File: src/rtl/mem_port_arbiter.sv
// mem_port_arbiter: shares the unified instruction/data memory port between
// the core (requester 0) and the loader/debug port (requester 1). One request
// is latched in IDLE, a single-cycle mem_en strobe is issued, the fixed memory
// latency is counted down and a one-cycle ack returns the read data.
// Optional build macro ARB_RR_EN: round-robin arbitration on contention
// (default build: fixed priority to requester 0).

module mem_port_arbiter #(
   parameter int ADDR_W  = 32,
   parameter int DATA_W  = 32,
   parameter int MEM_LAT = 1
) (
   input  logic              clk,
   input  logic              rst,
   input  logic              req0,
   input  logic              we0,
   input  logic [ADDR_W-1:0] addr0,
   input  logic [DATA_W-1:0] wdata0,
   output logic              ack0,
   input  logic              req1,
   input  logic              we1,
   input  logic [ADDR_W-1:0] addr1,
   input  logic [DATA_W-1:0] wdata1,
   output logic              ack1,
   output logic [DATA_W-1:0] rdata,
   output logic              core_stall,
   output logic              mem_en,
   output logic              mem_we,
   output logic [ADDR_W-1:0] mem_addr,
   output logic [DATA_W-1:0] mem_wdata,
   input  logic [DATA_W-1:0] mem_rdata,
   output logic              busy,
   output logic              grant_id
);

   localparam logic [1:0] S_IDLE   = 2'd0;
   localparam logic [1:0] S_ISSUE  = 2'd1;
   localparam logic [1:0] S_WAIT   = 2'd2;
   localparam logic [3:0] LAT_LOAD = 4'(MEM_LAT - 1);

   logic [1:0]        state_q, state_d;
   logic [3:0]        lat_cnt_q, lat_cnt_d;
   logic              we_q, we_d;
   logic              grant_q, grant_d;
   logic              ack0_q, ack0_d;
   logic              ack1_q, ack1_d;
   logic              mem_en_q, mem_en_d;
   logic              mem_we_q, mem_we_d;
   logic              busy_q, busy_d;
   logic [ADDR_W-1:0] mem_addr_q, mem_addr_d;
   logic [DATA_W-1:0] mem_wdata_q, mem_wdata_d;
   logic [DATA_W-1:0] rdata_q, rdata_d;
   logic              elig0_s, elig1_s, pick1_s;
`ifdef ARB_RR_EN
   logic              last_grant_q, last_grant_d;
`endif

   // Eligibility masks a requester during its own ack cycle; pick the winner.
   always_comb begin
      elig0_s = req0 & ~ack0_q;
      elig1_s = req1 & ~ack1_q;
`ifdef ARB_RR_EN
      pick1_s = elig1_s & (~elig0_s | ~last_grant_q);
`else
      pick1_s = elig1_s & ~elig0_s;
`endif
   end

   // Access sequencer: next state, latched request and registered outputs.
   always_comb begin
      state_d     = state_q;
      lat_cnt_d   = lat_cnt_q;
      we_d        = we_q;
      grant_d     = grant_q;
      mem_addr_d  = mem_addr_q;
      mem_wdata_d = mem_wdata_q;
      rdata_d     = rdata_q;
      ack0_d      = 1'b0;
      ack1_d      = 1'b0;
`ifdef ARB_RR_EN
      last_grant_d = last_grant_q;
`endif
      case (state_q)
         S_IDLE: begin
            if (elig0_s | elig1_s) begin
               state_d     = S_ISSUE;
               grant_d     = pick1_s;
               we_d        = pick1_s ? we1 : we0;
               mem_addr_d  = pick1_s ? addr1 : addr0;
               mem_wdata_d = pick1_s ? wdata1 : wdata0;
`ifdef ARB_RR_EN
               last_grant_d = pick1_s;
`endif
            end else begin
               state_d = S_IDLE;
            end
         end
         S_ISSUE: begin
            lat_cnt_d = LAT_LOAD;
            state_d   = S_WAIT;
         end
         S_WAIT: begin
            if (lat_cnt_q == 4'd0) begin
               if (!we_q) begin
                  rdata_d = mem_rdata;
               end else begin
                  rdata_d = rdata_q;
               end
               ack0_d  = ~grant_q;
               ack1_d  = grant_q;
               state_d = S_IDLE;
            end else begin
               lat_cnt_d = lat_cnt_q - 4'd1;
            end
         end
         default: begin
            state_d = S_IDLE;
         end
      endcase
      mem_en_d = (state_d == S_ISSUE);
      mem_we_d = (state_d == S_ISSUE) & we_d;
      busy_d   = (state_d != S_IDLE);
   end

   // State and output registers with synchronous reset (aborts any access).
   always_ff @(posedge clk) begin
      if (rst) begin
         state_q     <= S_IDLE;
         lat_cnt_q   <= 4'd0;
         we_q        <= 1'b0;
         grant_q     <= 1'b0;
         ack0_q      <= 1'b0;
         ack1_q      <= 1'b0;
         mem_en_q    <= 1'b0;
         mem_we_q    <= 1'b0;
         busy_q      <= 1'b0;
         mem_addr_q  <= '0;
         mem_wdata_q <= '0;
         rdata_q     <= '0;
`ifdef ARB_RR_EN
         last_grant_q <= 1'b1;
`endif
      end else begin
         state_q     <= state_d;
         lat_cnt_q   <= lat_cnt_d;
         we_q        <= we_d;
         grant_q     <= grant_d;
         ack0_q      <= ack0_d;
         ack1_q      <= ack1_d;
         mem_en_q    <= mem_en_d;
         mem_we_q    <= mem_we_d;
         busy_q      <= busy_d;
         mem_addr_q  <= mem_addr_d;
         mem_wdata_q <= mem_wdata_d;
         rdata_q     <= rdata_d;
`ifdef ARB_RR_EN
         last_grant_q <= last_grant_d;
`endif
      end
   end

   assign ack0       = ack0_q;
   assign ack1       = ack1_q;
   assign rdata      = rdata_q;
   assign mem_en     = mem_en_q;
   assign mem_we     = mem_we_q;
   assign mem_addr   = mem_addr_q;
   assign mem_wdata  = mem_wdata_q;
   assign busy       = busy_q;
   assign grant_id   = grant_q;
   assign core_stall = req0 & ~ack0_q;

endmodule

File: config.mk
export PLATFORM = sky130hd
export DESIGN_NAME = mem_port_arbiter
export DESIGN_NICKNAME = d
export VERILOG_FILES = /design/src/rtl/mem_port_arbiter.sv
export SDC_FILE = /design/constraint.sdc
export NUM_CORES = 1
export LEC_CHECK = 0
export CORE_MARGIN = 4
export CORE_UTILIZATION = 37
export CTS_CLUSTER_DIAMETER = 40
export DETAILED_ROUTE_END_ITERATION = 6
export PLACE_DENSITY = 0.8
export SYNTH_ARGS = -nofsm -noshare
export SYNTH_HDL_FRONTEND = slang
export SYNTH_SLANG_ARGS = --single-unit
File: constraint.sdc
create_clock -name clk -period 2.4 [get_ports clk]
set_input_delay 0.48 -clock clk [delete_from_list [all_inputs] [get_ports clk]]
set_output_delay 0.48 -clock clk [all_outputs]
set_load 0.005 [all_outputs]
==> results.md <==
- Status: finished, final reports clean
- Min Hold Slack: around 0.45 ns
- Clock slew at reported path FFs: ~0.070 ns
- Critical path class: primary input to output pin
- Cells after synthesis: around 560
- Synth top area share: roughly half
- Switch share: a little over a quarter
- Crit path capture type: output pin
- Die extent in y: 117 um
- Die Wd: about 120 um
- Count of different cell masters after synthesis: 34
- Initial Util: between 30% and 40%
- Hpwl dp: ~12000 um
- Final Hold Fails: 0
- Gr ovfl total: 0
- Yosys warns: 0
- Final core utilization: about 65%
- Slew Limit Fails: 0
- Critical path arrival: 1.75 ns
- Vias per std cell: approximately 5.1
- Vias: 4866
- Cell Area, Synth: around 4400 sq um
- Synthesized net count: 729
- Resized cells post-CTS: 0
- P_leak: 2.84 nW
- Vias in the first global route: 4786
- NumNets Final: a little under 1000
- P per Cell Area: 640 nW/um^2
- Worst skew pair latency: between 0.3 and 0.4 ns
- Port bufs: ~270
- GR peak layer: met2
- Actual slew at the worst max-slew pin: approximately 0.67 ns
- Post-route insts no fill: about 950
- Met3 Track Usage GR: roughly 8.3%
- Wirelength, routed: between 15000 and 20000 um
- Clock sinks: ~110
- Pin count of the biggest net entering global routing: 65
- Setup TNS: 0 ns
- Hold buffer count at CTS: 0
- Clock Tree Buf Depth: 2
- Max cap viols: 0
- Final Setup Violations: 0
- Overall Global Routing Usage: a little over a fifth
- Layout Skew: roughly 0.012 ns
- Layout cells sized above 1: between 4 and 5%
- Post-CTS Setup Bufs: 0
- Largest area contributor in the netlist: dfxtp_1
- Internal Power: ~3.5 mW
- Synth top area cells: dfxtp_1 49%, nand2_1 11%, a21oi_1 11%, a211oi_1 11%, nor2_1 6.3%
- Initial DRC count: roughly 290
- Clock share of power: roughly a third
- Area of the core: approximately 12000 sq um
- Inserted Clock Buffers: 9
- Routed length per instance: 16.4 um
- Area grow syn2layout: 70.9%
- DRC errors left: 0
- Mapped Avg Cell Area: between 7 and 8 sq um
- M1 GR Usage: ~24%
- Gpl congestion: approximately 0.82
- Met2 GRT Util: roughly 38%
- Worst min path class: register to register
- Worst EP required: 1.92 ns
- Maximum vdd ir drop: 0.000311 V
- Root buffer cell: clkbuf_16
- Reg power frac: a little over two fifths
- Achievable clock frequency: roughly 450 MHz
- Antenna Nets Post-Route: 0
- Initial antenna violation count: 1
- CTS H-tree lvls: 3
- #FFs+latches synth: 109
- Crit share post-route: between 90 and 100%
- Crit path time final: ~2.2 ns
- DRT Pass-1 Iters: 5
- Die ar.: ~14000 sq um
- Net Switching: between 1 and 1.5 mW
- # placed instances: roughly 940
- First-pass GRT wire length: about 24000 um
- # rows: 39
- Fill cells: 959
- RSZ-0062 raised after global routing: no
- Critical Path Start Type: primary input
- CTS tree: yes
- Peak fanout along the critical path: 4
- Io pins: approximately 270
- Register area share after synthesis: 49.4%
- Combinational power share: about a quarter
- Max-slew headroom: 55.1%
## layout by cell type (no fill, tap or decap), types with 2 or more instances in the layout
cell type        synthesis  final
clkdlybuf4s50_1          0    267
nand2_1                135    134
dfxtp_1                109    109
a21oi_1                 98     98
nor2_1                  74     74
a211oi_1                63     63
clkbuf_16                0      9
buf_4                    0      6
buf_12                   0      6
nand2b_1                 3      3
a31oi_1                  3      3
inv_6                    0      3
inv_1                    2      2
nor2b_1                  2      2
nor3b_1                  2      2
o32ai_1                  2      2
mux2i_1                  2      2
nor4_1                   2      2
## area by class of cell
type,count,area [sq um],area share [%]
tap,143,179,2.37
antenna,1,2.50,0.0332
timing repair buffer,279,2840,37.6
inverter,3,11.3,0.149
clock inverter,5,63.8,0.846
sequential,109,2180,28.9
clock buffer,11,243,3.22
multi-input combinational,402,2030,26.8
## cell usage after synthesis
master,n
buf_6,3
or4b_1,1
buf_2,15
or3b_4,1
a31oi_1,3
nand2_1,135
o32ai_1,2
inv_1,2
a21oi_1,98
nor2_1,74
mux2i_1,2
or2_2,1
nand2b_1,3
nor4_1,2
dfxtp_1,109
inv_2,1
nand3b_1,1
and2_1,1
a22oi_1,1
a311oi_1,1
nand4b_1,1
ha_1,1
buf_1,4
a211oi_1,63
mux2_2,1
nor2b_1,2
and3_1,1
nor3b_1,2
o21a_1,1
nor4b_2,1
o22a_1,1
o21ai_1,1
nor3_1,1
clkbuf_1,26
## critical path, cell delays in order
cell             delay [ns]
clkdlybuf4s50_1        0.46
nand2b_1               0.11
inv_2                  0.12
clkdlybuf4s50_1        0.58
## worst paths after layout
kind                                    from         end  cells past startpoint  slack, ns
worst max-delay path                    req0  core_stall                      4       0.17
worst min-delay path               rdata[30]   rdata[30]                      2       0.45
worst max register to register  lat_cnt_q[0]    rdata[5]                      7       0.31
worst min register to register     rdata[30]   rdata[30]                      2       0.45
## metrics by stage
step                worst slack (ns)  cell area [sq um]  power (mW)
detailed placement            0.0281               7240        3.34
CTS                            0.152               7540        4.88
floorplan                      0.466               4420        2.58
global placement               0.149               7240        3.31
global route                   0.123               7540        5.08
finish                         0.169               7540        4.83
## routing by layer
metal,vias to the layer above,part of all wire [%]
met5,-,0
met4,0,1.5
met3,16,10
li1,2400,-
met1,2238,38
met2,212,51
## flip-flops by register name, indices dropped and copies added (netlist names)
signal,cells
rdata,32
ack0,1
mem_en,1
lat_cnt_q,4
mem_addr,32
grant_id,1
state_q,2
ack1,1
we_q,1
mem_we,1
mem_wdata,32
busy,1
## cell families after synthesis
family	share of synthesized area [%]
DFF	49.4
and+or+nand+nor	20.8
adders and majority gates	0.283
muxes	0.708
buffers and inverters	5.27
AOI/OAI and AO/OA	23.5
## power groups by stage
stage                     clock network, mW  logic (mW)  registers [mW]
after floorplan                           0       0.464            2.12
after global placement                    0        1.21            2.11
after detailed placement                  0        1.23            2.11
after CTS                              1.57        1.24            2.08
after global routing                   1.64        1.34            2.10
final                                  1.53        1.23            2.07
(Power assumes the default switching activity.)
